==> config.mk <==
export PLATFORM = sky130hd
export DESIGN_NAME = uart_tx_framer
export DESIGN_NICKNAME = d
export VERILOG_FILES = /design/src/rtl/uart_tx_framer.sv
export SDC_FILE = /design/constraint.sdc
export NUM_CORES = 1
export LEC_CHECK = 0
export ABC_AREA = 1
export ABC_CLOCK_PERIOD_IN_PS = 1800
export CAP_MARGIN = 20
export CORE_ASPECT_RATIO = 1.4
export CORE_MARGIN = 3
export CORE_UTILIZATION = 54
export CTS_CLUSTER_SIZE = 14
export DETAILED_ROUTE_END_ITERATION = 6
export MAX_ROUTING_LAYER = met4
export PLACE_DENSITY_LB_ADDON = 0.08
export REMOVE_ABC_BUFFERS = 1
export SLEW_MARGIN = 10
export SYNTH_ARGS = -nofsm -noshare
export SYNTH_HDL_FRONTEND = slang
export SYNTH_SLANG_ARGS = --single-unit
==> constraint.sdc <==
create_clock -name i_clk -period 1.8 [get_ports i_clk]
set_clock_uncertainty 0.1 [all_clocks]
set_input_delay 0.27 -clock i_clk [delete_from_list [all_inputs] [get_ports i_clk]]
set_output_delay 0.27 -clock i_clk [all_outputs]
set_load 0.01 [all_outputs]
==> src/rtl/uart_tx_framer.sv <==
// uart_tx_framer: UART transmitter framing words from an FWFT FIFO; optional line break via macro UART_TX_BREAK_EN
module uart_tx_framer #(
  parameter int DataLength = 8,
  parameter int OverSample = 8,
  parameter int ParityMode = 0,
  parameter int StopBits   = 1
) (
  input  logic                  i_clk,
  input  logic                  i_rst_n,
`ifdef UART_TX_BREAK_EN
  input  logic                  i_break,
`endif
  output logic                  o_tx,
  input  logic [DataLength-1:0] i_tx_fifo_data,
  input  logic                  i_tx_fifo_empty,
  output logic                  o_tx_fifo_read_en,
  output logic                  o_busy
);
  localparam int CW = $clog2(OverSample);
  localparam int BW = $clog2(DataLength + 1);
  localparam logic [CW-1:0] CntLoad = CW'(OverSample - 1);
  localparam logic [BW-1:0] LastData = BW'(DataLength - 1);
  localparam logic [BW-1:0] LastStop = BW'(StopBits - 1);
`ifdef UART_TX_BREAK_EN
  localparam int FrameLen = OverSample * (1 + DataLength + (ParityMode != 0 ? 1 : 0) + StopBits);
  localparam int KW = $clog2(FrameLen);
  localparam logic [KW-1:0] BrkLoad = KW'(FrameLen - 1);
`endif

  if (DataLength < 5 || DataLength > 9 || OverSample < 2 || ParityMode < 0 || ParityMode > 2 ||
      StopBits < 1 || StopBits > 2) begin : g_param_check
    $error("uart_tx_framer: parameter outside legal range");
  end

  typedef enum logic [2:0] {
    IDLE, START, DATA, PARITY, STOP
`ifdef UART_TX_BREAK_EN
    , BREAK
`endif
  } state_t;

  state_t                state_q, state_d;
  logic                  tx_q, tx_d;
  logic [CW-1:0]         cnt_q, cnt_d;
  logic [BW-1:0]         bit_q, bit_d;
  logic [DataLength-1:0] sh_q, sh_d;
  logic                  par_q, par_d;
  logic                  cap;
  logic                  bit_end;
`ifdef UART_TX_BREAK_EN
  logic [KW-1:0]         brk_q, brk_d;
`endif

  assign bit_end           = cnt_q == '0;
  assign o_tx              = tx_q;
  assign o_busy            = state_q != IDLE;
  assign o_tx_fifo_read_en = cap & i_rst_n;

  // next state, next line level and bit timing; a capture (from IDLE or a frame end) overrides the rest
  always_comb begin
    state_d = state_q;
    tx_d    = tx_q;
    cnt_d   = bit_end ? CntLoad : cnt_q - 1'b1;
    bit_d   = bit_q;
    sh_d    = sh_q;
    par_d   = par_q;
    cap     = 1'b0;
`ifdef UART_TX_BREAK_EN
    brk_d   = brk_q;
`endif
    case (state_q)
      IDLE: begin
        cnt_d = CntLoad;
`ifdef UART_TX_BREAK_EN
        if (i_break) begin
          state_d = BREAK;
          tx_d    = 1'b0;
          brk_d   = BrkLoad;
        end else
`endif
        cap = !i_tx_fifo_empty;
      end
      START: if (bit_end) begin
        state_d = DATA;
        tx_d    = sh_q[0];
      end
      DATA: if (bit_end) begin
        if (bit_q == LastData) begin
          bit_d   = '0;
          state_d = ParityMode != 0 ? PARITY : STOP;
          tx_d    = ParityMode != 0 ? par_q : 1'b1;
        end else begin
          bit_d = bit_q + 1'b1;
          sh_d  = sh_q >> 1;
          tx_d  = sh_q[1];
        end
      end
      PARITY: if (bit_end) begin
        state_d = STOP;
        tx_d    = 1'b1;
      end
      STOP: if (bit_end) begin
        if (bit_q == LastStop) begin
          bit_d = '0;
`ifdef UART_TX_BREAK_EN
          if (i_break) begin
            state_d = BREAK;
            tx_d    = 1'b0;
            brk_d   = BrkLoad;
          end else
`endif
          begin
            state_d = IDLE;
            tx_d    = 1'b1;
            cap     = !i_tx_fifo_empty;
          end
        end else begin
          bit_d = bit_q + 1'b1;
        end
      end
`ifdef UART_TX_BREAK_EN
      BREAK: begin
        brk_d = brk_q == '0 ? brk_q : brk_q - 1'b1;
        if (brk_q == '0 && !i_break) begin
          state_d = IDLE;
          tx_d    = 1'b1;
        end
      end
`endif
      default: state_d = IDLE;
    endcase
    if (cap) begin
      state_d = START;
      tx_d    = 1'b0;
      cnt_d   = CntLoad;
      sh_d    = i_tx_fifo_data;
      par_d   = ^i_tx_fifo_data ^ (ParityMode == 2);
    end
  end

  // state and datapath registers, forced to idle immediately on reset
  always_ff @(posedge i_clk or negedge i_rst_n) begin
    if (!i_rst_n) begin
      state_q <= IDLE;
      tx_q    <= 1'b1;
      cnt_q   <= CntLoad;
      bit_q   <= '0;
      sh_q    <= '0;
      par_q   <= 1'b0;
`ifdef UART_TX_BREAK_EN
      brk_q   <= BrkLoad;
`endif
    end else begin
      state_q <= state_d;
      tx_q    <= tx_d;
      cnt_q   <= cnt_d;
      bit_q   <= bit_d;
      sh_q    <= sh_d;
      par_q   <= par_d;
`ifdef UART_TX_BREAK_EN
      brk_q   <= brk_d;
`endif
    end
  end
endmodule

==> results of run 1 <==
[cell type report]
type / instances / area, um^2 / area share (%)
Clock buffer: 4 / 26.3 / 1.49
Timing Repair Buffer: 49 / 404 / 23.0
Tap cell: 21 / 26.3 / 1.49
Multi-Input combinational cell: 122 / 737 / 41.9
Sequential cell: 19 / 480 / 27.3
Inverter: 20 / 85.1 / 4.84
[registers in the layout, indices dropped and copies added, names as in the netlist]
signal / count
sh_q: 8
bit_q: 4
cnt_q: 3
state_q: 3
o_tx: 1
[Yosys cell counts, drive strengths merged (2+ instances only)]
cell type	number
dfrtp	15
nand2	54
nor3	2
dfstp	4
o21ai	8
inv	19
ha	4
nand3	18
nor2	31
[power breakdown]
group / switching (W) / total, W / internal, W
Clock: 0.000137 / 0.000223 / 0.0000864
Sequential: 0 / 0.000427 / 0.000427
Combinational: 0.0000173 / 0.0000396 / 0.0000223
[kinds of logic after synthesis]
logic type      Yosys count
buf+inv                  20
flops                    19
compound gates           11
simple gates            106
fa+ha+maj                 4
xor+xnor                  1
[metal layers]
metal | vias to the layer above | global-route usage, %
li1 | 613 | -
met1 | 604 | 25.7
met2 | 39 | 46.3
met3 | 19 | 4.09
met4 | 0 | 8.54
met5 | - | -
[metrics by stage]
stage | instances | worst slack (ps)
3_3_place_gp | 224 | -275
4_1_cts | 232 | -172
5_1_grt | 235 | -209
6_report | 235 | -123
3_5_place_dp | 224 | -304
2_1_floorplan | 161 | 111
[how the worst max path moves through the flow]
stage,from,end,slack [ps]
floorplan,cnt_q[0],o_tx_fifo_read_en,110
global placement,i_tx_fifo_empty,o_tx_fifo_read_en,-280
detailed placement,i_tx_fifo_empty,o_tx_fifo_read_en,-300
CTS,cnt_q[0],o_tx_fifo_read_en,-170
global route,bit_q[0],o_tx_fifo_read_en,-210
finish,bit_q[0],o_tx_fifo_read_en,-120
[timing repair]
item,in CTS,in global routing
pin swaps,4,7
endpoints found under the setup margin,7,11
gates resized for setup,14,24
setup buffers,4,3
==> run metrics, run 1 <==
initial antenna violation count=0; Reg2Reg Capture Point=sh_q[6]; Cell Pwr Density=392 nW/um^2; CTS tree=done; share of the synthesized area in the top cell type=a little under a third; n_diodes=0; final WL=3350 um; boundary pin count=14; vias in the first global route=1188; Max Cap Viol=0; fin area=1760 um^2; Total Routing Usage GR=24.9%; status=finished with violations; Period minus WS final=1920 ps; Pleak=0.913 nW; DIE HEIGHT=61.6 um; num rows=19; critical-path cell list=inv_2, ha_4, nand3_4, nor2_4, nand3_4, nand2_4, inv_4, nor2_4, buf_6; core area=2020 um^2; commonest non-fill, non-tap cells in the layout=nand2_1 (48), buf_4 (35), nor2_2 (16), dfrtp_1 (15), nand3_1 (13); post-synthesis sequential area ratio=40.3%; post-synthesis simple-gate area fraction=42.9%; layout cell share with drive strength beyond 1=42.5%; CTS Hold Bufs=0; crit share post-route=107%; Hold Crit Class=input pin to asynchronous set/reset pin; final hold violation count=0; critical path launch point type=register; H-tree Lvls=1; CTS sink count=19; max incr delay on CP=~400 ps; starting density of the core=59.0%; CP endpoint kind=primary output; Max Freq=520 MHz; Worst R2R Path Depth=10; Post-synth EDFFs=0; Worst Setup Path Type=register to primary output; most common cell after layout, fill and taps aside=nand2_1; largest net degree at the start of global routing=20; multiplexer share of the synthesized area=0%; metal2 WL=about 1900 um; final worst-path setup slack=-123 ps; worst slew pin tran=317 ps; Pre-antenna DRT Iters=4; first-pass GRT wire length=just under 5000 um; Critical R2R Launch=bit_q[0]; drt drc=0; Cell Area, Placed=1570 um^2; Top delay family on crit path=simple AND/OR/NAND/NOR gates; top routing layer used=met4; Critical-path top delay cell=dfrtp_1; clock buffer depth=2; CTS Buf Count=3; metal3 WL=124 um; chip width=between 40 and 50 um; area share of fa/ha/maj cells after synthesis=~4.2%; Peak VDD IR=0.502 mV; gp weighted congestion=0.895; tightest hold margin=~250 ps; fill cell count=114; Synth Flop Type=dfrtp_1; Arr. time, crit path=1550 ps; RSZ-0062 raised after global routing=yes; clk_lat worst skew=300 ps; via count=~1300; Port Buffers=13; Seq cells post-synth=19; Synth Area in XOR/XNOR=0.735%; post-synthesis cell type count=25; Root Driver=clkbuf_4; clock slew at reported path FFs=roughly 120 ps; Final Max Slew Viols=0; wl on met1=1190 um; Worst R2R Setup Slack=50 ps; Syn. warnings=0; Pwr Total=a little under 0.0007 W; WL per Instance=14.2 um; Rel. slew slack=78.6%; Final setup viols=1; failing checks=negative setup slack; Routed Antenna Nets=0; synth-to-layout area growth=47.5%; leading area contributor after synthesis=dfrtp_1; CP required=approximately 1400 ps; Via-to-Cell Ratio=~5.4; die area=around 2800 um^2; critical path depth in cells=9; TNS Setup=-123 ps; post-layout net count=230; DR iter-0 viols=59; Post-Syn Area=1190 um^2; gr ovfl total=0; Bufs and invs on worst path=3; final core utilization=87.1%; combinational family with the most area after synthesis=simple AND/OR/NAND/NOR gates; Async SR Flop Fraction=100%; dpl hpwl=2270 um; synth top area cells=dfrtp_1 (31%), nand2_1 (16%), dfstp_2 (8.8%); compound-cell area share of the yosys netlist=4.93%; Mean Syn Cell Area=7.41 um^2; Max FO, Critical Path=2; Mapped Cells=161
(Power assumes the default switching activity.)
==> inputs of run 2 (changes only) <==
--- a/config.mk
+++ b/config.mk
@@ -11,6 +11,7 @@
 export CORE_ASPECT_RATIO = 1.4
 export CORE_MARGIN = 3
 export CORE_UTILIZATION = 54
+export CTS_CLUSTER_DIAMETER = 30
 export CTS_CLUSTER_SIZE = 14
 export DETAILED_ROUTE_END_ITERATION = 6
 export MAX_ROUTING_LAYER = met4
==> results of run 2 <==
Same layout as run 1: the final DEF is identical, and so are final timing and power.
